===== config.mk =====
export PLATFORM = sky130hd
export DESIGN_NAME = prog_sequencer
export DESIGN_NICKNAME = d
export VERILOG_FILES = /design/src/rtl/prog_sequencer.sv
export SDC_FILE = /design/constraint.sdc
export NUM_CORES = 1
export LEC_CHECK = 0
export ABC_AREA = 1
export BUFFER_PORTS_ARGS = -buffer_cell sky130_fd_sc_hd__buf_2
export CAP_MARGIN = 10
export CORE_MARGIN = 3
export CORE_UTILIZATION = 54
export DETAILED_ROUTE_END_ITERATION = 10
export PLACE_DENSITY_LB_ADDON = 0.15
export SLEW_MARGIN = 20
export SYNTH_ARGS = -nofsm -noshare
export SYNTH_HDL_FRONTEND = slang
export SYNTH_SLANG_ARGS = --single-unit

===== constraint.sdc =====
create_clock -name Clk -period 2.6 [get_ports Clk]
set_input_delay 0.52 -clock Clk [delete_from_list [all_inputs] [get_ports Clk]]
set_output_delay 0.52 -clock Clk [all_outputs]
set_load 0.01 [all_outputs]

===== src/rtl/prog_sequencer.sv =====
// Program sequencer: Start/Ack run control, PC generation with call/return stack,
// stall handling, HALT detection and saturating cycle/instruction counters.
module prog_sequencer #(
  parameter int PC_W       = 10,
  parameter int INST_W     = 9,
  parameter int CNT_W      = 16,
  parameter int RET_DEPTH  = 4,
  parameter int START_ADDR = 0
) (
  input  logic              Clk,
  input  logic              Reset,
  input  logic              Start,
  input  logic              Stall,
  input  logic [INST_W-1:0] Instruction,
  input  logic              BranchAbs,
  input  logic              BranchRelEn,
  input  logic              BranchCond,
  input  logic              Call,
  input  logic              Ret,
  input  logic [PC_W-1:0]   Target,
  output logic [PC_W-1:0]   ProgCtr,
  output logic              Ack,
  output logic              Running,
  output logic [CNT_W-1:0]  CycleCt,
  output logic [CNT_W-1:0]  InstCt,
  output logic              StackErr
);

  localparam int IDX_W = (RET_DEPTH > 1) ? $clog2(RET_DEPTH) : 1;
  localparam int SP_W  = IDX_W + 1;

  typedef enum logic [1:0] {S_IDLE, S_RUN, S_DONE} state_t;

  state_t            r_state;
  logic [PC_W-1:0]   r_pc;
  logic              r_ack;
  logic              r_running;
  logic [CNT_W-1:0]  r_cyc;
  logic [CNT_W-1:0]  r_inst;
  logic [SP_W-1:0]   r_sp;
  logic              r_err;
  logic [PC_W-1:0]   r_stack [RET_DEPTH];

  function automatic logic [CNT_W-1:0] sat_inc(input logic [CNT_W-1:0] v);
    return (&v) ? v : v + 1'b1;
  endfunction

  // Relative target: Target is a two's-complement offset; the sum wraps mod 2^PC_W.
  function automatic logic [PC_W-1:0] rel_add(input logic [PC_W-1:0] pc,
                                              input logic [PC_W-1:0] off);
    logic signed [PC_W-1:0] s_pc;
    logic signed [PC_W-1:0] s_off;
    s_pc  = signed'(pc);
    s_off = signed'(off);
    return unsigned'(s_pc + s_off);
  endfunction

  logic              w_halt;
  logic              w_empty;
  logic              w_full;
  logic              w_step;
  logic              w_push;
  logic [PC_W-1:0]   w_pc_inc;
  logic [PC_W-1:0]   w_pc_rel;
  logic [IDX_W-1:0]  w_push_idx;
  logic [IDX_W-1:0]  w_top_idx;

  assign w_halt     = &Instruction;
  assign w_empty    = (r_sp == '0);
  assign w_full     = (r_sp == SP_W'(RET_DEPTH));
  assign w_step     = (r_state == S_RUN) && !Stall && !w_halt;
  assign w_push     = Reset && w_step && !Ret && Call && !w_full;
  assign w_pc_inc   = r_pc + 1'b1;
  assign w_pc_rel   = rel_add(r_pc, Target);
  assign w_push_idx = r_sp[IDX_W-1:0];
  assign w_top_idx  = r_sp[IDX_W-1:0] - 1'b1;

  always_ff @(posedge Clk) begin
    if (!Reset) begin
      r_state   <= S_IDLE;
      r_pc      <= '0;
      r_ack     <= 1'b0;
      r_running <= 1'b0;
      r_cyc     <= '0;
      r_inst    <= '0;
      r_sp      <= '0;
      r_err     <= 1'b0;
    end else begin
      case (r_state)
        S_IDLE, S_DONE: begin
          if (Start) begin
            r_state   <= S_RUN;
            r_pc      <= PC_W'(START_ADDR);
            r_ack     <= 1'b0;
            r_running <= 1'b1;
            r_cyc     <= '0;
            r_inst    <= '0;
            r_sp      <= '0;
            r_err     <= 1'b0;
          end
        end
        S_RUN: begin
          r_cyc <= sat_inc(r_cyc);
          // Stalled cycles count time but make no control decision at all.
          if (!Stall) begin
            if (w_halt) begin
              r_state   <= S_DONE;
              r_ack     <= 1'b1;
              r_running <= 1'b0;
            end else if (Ret) begin
              if (w_empty) begin
                r_err     <= 1'b1;
                r_state   <= S_DONE;
                r_ack     <= 1'b1;
                r_running <= 1'b0;
              end else begin
                r_pc   <= r_stack[w_top_idx];
                r_sp   <= r_sp - 1'b1;
                r_inst <= sat_inc(r_inst);
              end
            end else if (Call) begin
              if (w_full) begin
                r_err     <= 1'b1;
                r_state   <= S_DONE;
                r_ack     <= 1'b1;
                r_running <= 1'b0;
              end else begin
                r_pc   <= Target;
                r_sp   <= r_sp + 1'b1;
                r_inst <= sat_inc(r_inst);
              end
            end else if (BranchAbs) begin
              r_pc   <= Target;
              r_inst <= sat_inc(r_inst);
            end else if (BranchRelEn && BranchCond) begin
              r_pc   <= w_pc_rel;
              r_inst <= sat_inc(r_inst);
            end else begin
              r_pc   <= w_pc_inc;
              r_inst <= sat_inc(r_inst);
            end
          end
        end
        default: begin
          r_state   <= S_IDLE;
          r_ack     <= 1'b0;
          r_running <= 1'b0;
        end
      endcase
    end
  end

  // Return-address storage is plain data: written on push only, never reset.
  always_ff @(posedge Clk) begin
    if (w_push) r_stack[w_push_idx] <= w_pc_inc;
  end

  assign ProgCtr  = r_pc;
  assign Ack      = r_ack;
  assign Running  = r_running;
  assign CycleCt  = r_cyc;
  assign InstCt   = r_inst;
  assign StackErr = r_err;

endmodule


# --- After elaboration in Yosys (flattened, before gate mapping) ---
# Memories as Yosys holds them, arrays and structs flattened.
# Cells that the tools add are included.
word_totals:
  regBits: 50
  ramBits: 40
  input_bits: 28
  out_inout_bits: 45
  word_cells: 113
  n_memories: 1
classes:
  addsub: 7
  n_eq_ne: 16
  muxes: 58
  reduce_logical: 23
memory_table:
  columns: ["name", "depth", "width", "rd", "rd_ports_with_merged_regs", "write_ports", "line_no", "source"]
  rows:
  - ["r_stack", 4, 10, 1, 0, 1, "42", "logic [PC_W-1:0] r_stack [RET_DEPTH];"]
op_table:
  columns: ["cell", "n"]
  rows:
  - ["16-bit two-way mux", 9]
  - ["10-bit two-way mux", 9]
  - ["16-bit one-hot mux with 2 select lines", 2]
  - ["16-bit by 1-bit adder with 16-bit output, second input constant", 2]
  - ["16-bit AND reduction", 2]
  - ["3-bit two-way mux", 7]
  - ["10-bit one-hot mux with 2 select lines", 1]
  - ["1-bit two-way mux", 18]
  - ["4-bit inequality test, second input constant", 4]
  - ["3-bit inequality test, second input constant", 5]
  - ["2-bit two-way mux", 7]
  - ["7-bit AND reduction", 2]
  - ["10-bit by 1-bit adder with 10-bit output, second input constant", 1]
  - ["10-bit adder", 1]
  - ["9-bit AND reduction", 1]
  - ["2-bit inequality test, second input constant", 4]
  - ["1-bit logical AND", 7]
  - ["1-bit one-hot mux with 2 select lines", 3]
  - ["3-bit one-hot mux with 2 select lines", 1]
  - ["6-bit AND reduction", 1]
  - ["5-bit AND reduction", 1]
  - ["1-bit logical NOT", 4]
  - ["2-bit one-hot mux with 2 select lines", 1]
  - ["3-bit by 1-bit adder with 3-bit output, second input constant", 1]
  - ["10 further kinds", 10]

# --- Longest topological paths before layout ---
# Gate-level depths: netlist (run 1).
logic_depth:
  word_depth: 9
  mapped_depth: 14

# --- Worst setup path before layout (run 1) ---
# No wires, ideal clock.
synth_timing:
  kind: "register to register"
  start: "register r_sp[0]"
  end: "memory r_stack[1][0] (enable)"
  setup_time_ps: 376
  t_arrival_ps: 1817
  setup_slack_ps: 406
  stages_incl_launch_ff: 9
  n_path_buf: 1
  synth_period_minus_slack_ps: 2194
  cell_sequence: "dfxtp_1 -> inv_1 -> clkbuf_1 -> ha_1 -> nand2_1 -> inv_1 -> nor3_1 -> nand3_1 -> nor2_1"
synth_via:
  elab_chain_cells: 5
synth_lines:
  columns: ["item", "line_no", "source"]
  rows:
  - ["start: declaration", "40", "logic [SP_W-1:0] r_sp;"]
  - ["start signal: assignment", "118", "r_sp <= r_sp - 1'b1;"]
  - ["start signal: assignment", "129", "r_sp <= r_sp + 1'b1;"]
  - ["3-bit equality test", "70", "assign w_full = (r_sp == SP_W'(RET_DEPTH));"]
  - ["1-bit logical NOT", "72", "assign w_push = Reset && w_step && !Ret && Call && !w_full;"]
  - ["1-bit logical AND", "72", null]
  - ["1-bit two-way mux", "155", "if (w_push) r_stack[w_push_idx] <= w_pc_inc;"]
  - ["1-bit two-way mux (not written as such)", "155", null]
  - ["end: declaration", "42", null]
# Parallel ways exist; a longest one is shown, timed or not.

# --- Final worst setup path (run 1) ---
layout_timing:
  start: "register r_state[0]"
  end: "register r_inst[3] (netlist: InstCt[3])"
layout_via:
  elab_chain_cells: 4
  word_cells_on_any_way: 12
layout_lines:
  columns: ["item", "line_no", "source"]
  rows:
  - ["start: declaration", "34", "state_t r_state;"]
  - ["start signal: assignment", "80", "r_state <= S_IDLE;"]
  - ["start signal: assignment", "92", "r_state <= S_RUN;"]
  - ["start signal: assignment", "107", "r_state <= S_DONE;"]
  - ["2-bit equality test / 2-bit logical NOT (equally long branches)", "89", "case (r_state)"]
  - ["2-bit OR reduction", "89", null]
  - ["2-bit inequality test (no source line) / 2-bit nonzero test (equally long branches)", null, null]
  - ["6-bit AND reduction (no source line)", null, null]
  - ["end signal: assignment", "119", "r_inst <= sat_inc(r_inst);"]
  - ["end signal: assignment", "130", "r_inst <= sat_inc(r_inst);"]
  - ["end signal: assignment", "134", "r_inst <= sat_inc(r_inst);"]
  - ["end: declaration", "39", "logic [CNT_W-1:0] r_inst;"]
# Parallel ways exist; a longest one is shown, timed or not.
# A chain may end at the register's enable or synchronous reset.

==> reports/metrics.cfg, run 1 <==
[status]
status=finished, final reports clean

[synth]
yosys_register_bits=89
ys.flop_type=dfxtp_1
syn_inst=684
yosys.area.top_type=edfxtp_1
ys_warn_count=0
post_synth_num_cell_types=48
netlist.area_leader.share_pct=22.84
avgSynthCellArea_sq_um=7.688
synth-edff-count=40
async_flop_share_pct=0
synthesis.area_sq_um=5259
synth_fp_nets=730
ys_seq_area_share_pct=41.49
synthTopCellsByArea=edfxtp_1 (23%), dfxtp_1 (19%), nand2_1 (11%)

[cts]
cts_setup_buffers=0
clk_pin_slew_ns=0.09
clockBufferDepth=2
cts_resized=0
ctsHoldBuffers=0
cts_sinks=89
cts_inserted_buffers=9
htreeDepth=3
clkLatencyLatePin_ns=0.37
cts_tree=built
cts_root_buf=clkbuf_8

[detailed_routing]
ant_nets=0
wl_um=13020
avgViaCountPerCell=5.442
drt_iter0_markers=261
drc=0
num_vias=4860
wl_per_cell_um=14.58
drt_pre_antenna_iters=5

[placement]
place_area_sq_um=5771
placed_cells=877
dpl.hpwl_um=9475
io_buffers=72
dp_slack_ns=0.2290
place.gp.congestion=0.8772

[cells_and_area]
layout.cells.most_common=nand2_1
postLayoutCoreUtil_pct=63.73
insertedDiodeCount=0
final_cell_mix=nand2_1 (148), nor2_1 (86), buf_2 (72)
area_growth_pct=13.56
fin_area_sq_um=5972
final_net_count=805
finalNonFillerCells=893
drive_gt1_share_pct=18.85
fill_cells=870

[setup_path]
ff2ff_path_depth=9
startpoint=r_state[0]
r2r-end=InstCt[3]
r2r-start=r_state[0]
startpoint_type=flip-flop
critPathKind=flip-flop to flip-flop
worst_ep_arrival_time_ns=2.62
endpoint=InstCt[3]
required_ns=2.89
r2r_setup_slack_ns=0.27
worstPathMaxFanout=22
setup.worst_path.end_class=flip-flop

[sta]
max_clock_freq_ghz=0.4297
drv_slew=0
final-hold-violation-count=0
tns_ns=0
period_minus_slack_ns=2.327
setup_ws_ns=0.2730
rsz0062_at_grt=false
tightest_slew_ns=0.6277
finalSetupViolations=0
finalCritPeriodShare_pct=89.50
hold-worst-slack_ns=0.4550
maxSlewHeadroom_pct=57.80
skew_ns=0.01160

[power]
leakage_nw=2.503
total_power_mw=3.501
cellPowerDensity_nw_per_um2=586.3
ir_drop_uv=420.0

[floorplanning]
initial_utilization_pct=56.11
core_area_sq_um=9371
rows=35
die_area_sq_um=10960
ios=73
die_h_um=104.7
die_width_um=104.7

[global_routing]
overflow=0
grt_pass1_vias=4610
grt_usage_pct=24.24
grt_max_degree=31
grt_pass1_wl_um=21700
antenna_found_initial=0

[worst_hold_path]
hp-class=flip-flop to flip-flop

[run]
cap_violations=0

## critical path, cell delays in order (launching register included)
cell,delay (ns)
dfxtp_1,0.42
nand2_4,0.27
inv_2,0.19
nand4_2,0.13
nand3_4,0.08
nor3b_4,0.43
nand2_4,0.23
clkinv_2,0.27
nand2_1,0.08
a21oi_1,0.14
## cell type report
class	instances	area (sq um)	share of cell area, %
Sequential cell	89	2182	36.54
Clock inverter	6	73.82	1.236
Tap cell	129	161.4	2.703
Multi-Input combinational cell	500	2690	45.05
Inverter	74	279.0	4.672
Clock buffer	10	127.6	2.137
Timing Repair Buffer	85	457.9	7.668
## cells by family (layout without fill, tap and decap cells)
| kind of cell | count (synthesis) | count (layout) | synth area share [%] |
|---|---|---|---|
| adders and majority gates | 18 | 18 | 4.568 |
| xor gates and xnor gates | 23 | 23 | 3.831 |
| DFF | 89 | 89 | 41.49 |
| and+or+nand+nor | 336 | 336 | 28.84 |
| buffers and inverters | 95 | 175 | 7.352 |
| AOI/OAI and AO/OA | 123 | 123 | 13.92 |
## synthesized netlist by cell type (2+ instances only)
master,number
or2_2,2
nand3_1,44
o221ai_1,2
nand4_1,16
xnor2_1,3
o21ai_1,3
o211ai_1,3
o21ai_0,34
edfxtp_1,40
nor3_1,14
a21oi_1,58
xor2_1,20
nand2_4,2
nor2_1,86
inv_1,69
o221a_2,6
a21oi_2,10
fa_1,2
clkbuf_1,16
nand3b_1,3
inv_2,3
nand4_2,2
dfxtp_1,49
nand2_2,10
nor2_2,2
ha_1,16
nand2_1,148
## flip-flops by register name, indices dropped and copies added, names as in the netlist
name      count
CycleCt      16
InstCt       16
ProgCtr      10
Running       1
StackErr      1
r_sp          3
r_stack      40
r_state       2
## worst min-delay path by stage
stage	depth (start not counted)	startpoint	to	slack, ns
after global routing	2	StackErr	StackErr	0.49
after CTS	2	StackErr	StackErr	0.46
after global placement	2	StackErr	StackErr	0.43
final	2	StackErr	StackErr	0.46
after floorplan	2	StackErr	StackErr	0.47
after detailed placement	2	StackErr	StackErr	0.44
## power breakdown
part	total, mW	internal (mW)	leakage, nW	switching, mW
registers	1.58	1.52	0.758	0.0630
logic	0.913	0.309	1.64	0.604
clock network	1.00	0.461	0.102	0.543
## per-layer routing
metal | vias to the layer above | part of all wire, % | global-route usage [%]
li1 | 2443 | - | -
met1 | 2263 | 43 | 30.39
met2 | 138 | 51 | 43.73
met3 | 16 | 4.8 | 3.706
met4 | 0 | 1.3 | 5.998
met5 | - | 0 | 0
Note: power is estimated with default switching activity, not from simulation.
==> run 2, diff against run 1 <==
BUFFER_PORTS_ARGS = unset   (was -buffer_cell sky130_fd_sc_hd__buf_2)
DONT_BUFFER_PORTS = 1   (was unset)
==> run 2 against run 1 <==
Critical path depth rose by 1. Core utilization fell by 3.7 points. Sequential share of layout area rose by 2.3 points. Fmax rose by 2.7%. Critical path type unchanged. Final cell count fell by 8.0%. Via count fell by 5.6%. First-iteration DRC count fell by 11%. Clock skew rose by 0.0045 ns. Wire length barely moved.
==> reports/metrics.cfg, run 2 (synthesis results as in run 1) <==
[cts]
ctsHoldBuffers=0
cts_inserted_buffers=9
cts_setup_buffers=0
cts_root_buf=clkbuf_8
cts_tree=built
htreeDepth=3
cts_sinks=89
clk_pin_slew_ns=0.10
cts_resized=0
clockBufferDepth=2
clkLatencyLatePin_ns=0.36

[power]
cellPowerDensity_nw_per_um2=615.6
total_power_mw=3.463
ir_drop_uv=448.2
leakage_nw=2.157

[status]
status=finished, final reports clean

[detailed_routing]
num_vias=4587
avgViaCountPerCell=5.580
drt_iter0_markers=232
drt_pre_antenna_iters=5
drc=0
ant_nets=0
wl_per_cell_um=15.84
wl_um=13020

[placement]
io_buffers=0
place.gp.congestion=0.8725
dpl.hpwl_um=9364
dp_slack_ns=0.3239
placed_cells=806

[cells_and_area]
insertedDiodeCount=0
area_growth_pct=6.971
drive_gt1_share_pct=10.39
largest_reg_flops=40
layout.cells.most_common=nand2_1
postLayoutCoreUtil_pct=60.03
final_cell_mix=nand2_1 (148), nor2_1 (86), inv_1 (69)
final_net_count=734
top_register=r_stack
finalNonFillerCells=822

[sta]
maxSlewHeadroom_pct=60.96
drv_slew=0
final-hold-violation-count=0
finalCritPeriodShare_pct=87.19
max_clock_freq_ghz=0.4411
tightest_slew_ns=0.5807
tns_ns=0
skew_ns=0.01610
rsz0062_at_grt=false
period_minus_slack_ns=2.267
setup_ws_ns=0.3331
finalSetupViolations=0

[floorplanning]
die_width_um=104.7
rows=35
die_area_sq_um=10960
die_h_um=104.7
ios=73
core_area_sq_um=9371
initial_utilization_pct=56.11

[global_routing]
grt_pass1_wl_um=21620
grt_max_degree=31
grt_usage_pct=23.99
overflow=0
grt_pass1_vias=4568
antenna_found_initial=0

[run]
cap_violations=0

[setup_path]
startpoint_type=flip-flop
worst_ep_arrival_time_ns=2.49
required_ns=2.82
worstPathMaxFanout=17
setup.worst_path.end_class=flip-flop
critPathKind=flip-flop to flip-flop

[worst_hold_path]
hp-class=primary input to flip-flop

[run 2: changes by cell type in the layout (fill, tap and decap cells not counted)]
cell / change
clkinv_1: -1
buf_2: -72
clkbuf_16: +1
clkbuf_1: +2
inv_8: -2
buf_4: +1
[run 2: critical path: stages (launching register included)]
cell and delay (ns):
dfxtp_1 0.47, ha_1 0.24, nand2_1 0.08, nor3_2 0.24
nand2_1 0.12, nor2_1 0.13, nand4_2 0.16, nand2_4 0.24
clkinv_2 0.28, nand2_1 0.13, a21oi_1 0.06
[run 2: stage by stage]
stage / hold WS (ns) / instance area (sq um)
after floorplan: 0.4695 / 5259
after global placement: 0.4860 / 5418
after detailed placement: 0.4864 / 5418
after CTS: 0.2771 / 5625
after global routing: 0.2880 / 5625
final: 0.2925 / 5625
[run 2: area by class of cell]
class | count | area, sq um
inverter | 74 | 279.0
multi-input combinational | 500 | 2690
tap | 129 | 161.4
clock buffer | 13 | 160.2
sequential | 89 | 2182
clock inverter | 3 | 47.55
timing repair buffer | 14 | 105.1
fill | 891 | 3746
[run 2: power by group]
group          switching [mW]  internal [mW]  total (mW)
Combinational           0.570          0.281       0.851
Clock                   0.500          0.510        1.01
Sequential             0.0801           1.52        1.60
[run 2: path summary, 6_finish.rpt]
check,from,to,slack (ns),depth (start not counted)
worst max register to register,InstCt[1],InstCt[2],0.33,10
worst max-delay path,InstCt[1],InstCt[2],0.33,10
worst min register to register,StackErr,StackErr,0.50,2
worst min-delay path,Reset,r_sp[0],0.29,2
[run 2: per-layer routing]
layer / up-vias / wire (um) / GRT usage (%)
li1: 2296 / - / -
met1: 2134 / 5463 / 27.93
met2: 135 / 6589 / 43.68
met3: 22 / 761 / 5.868
met4: 0 / 209 / 6.842
met5: - / 0 / 0
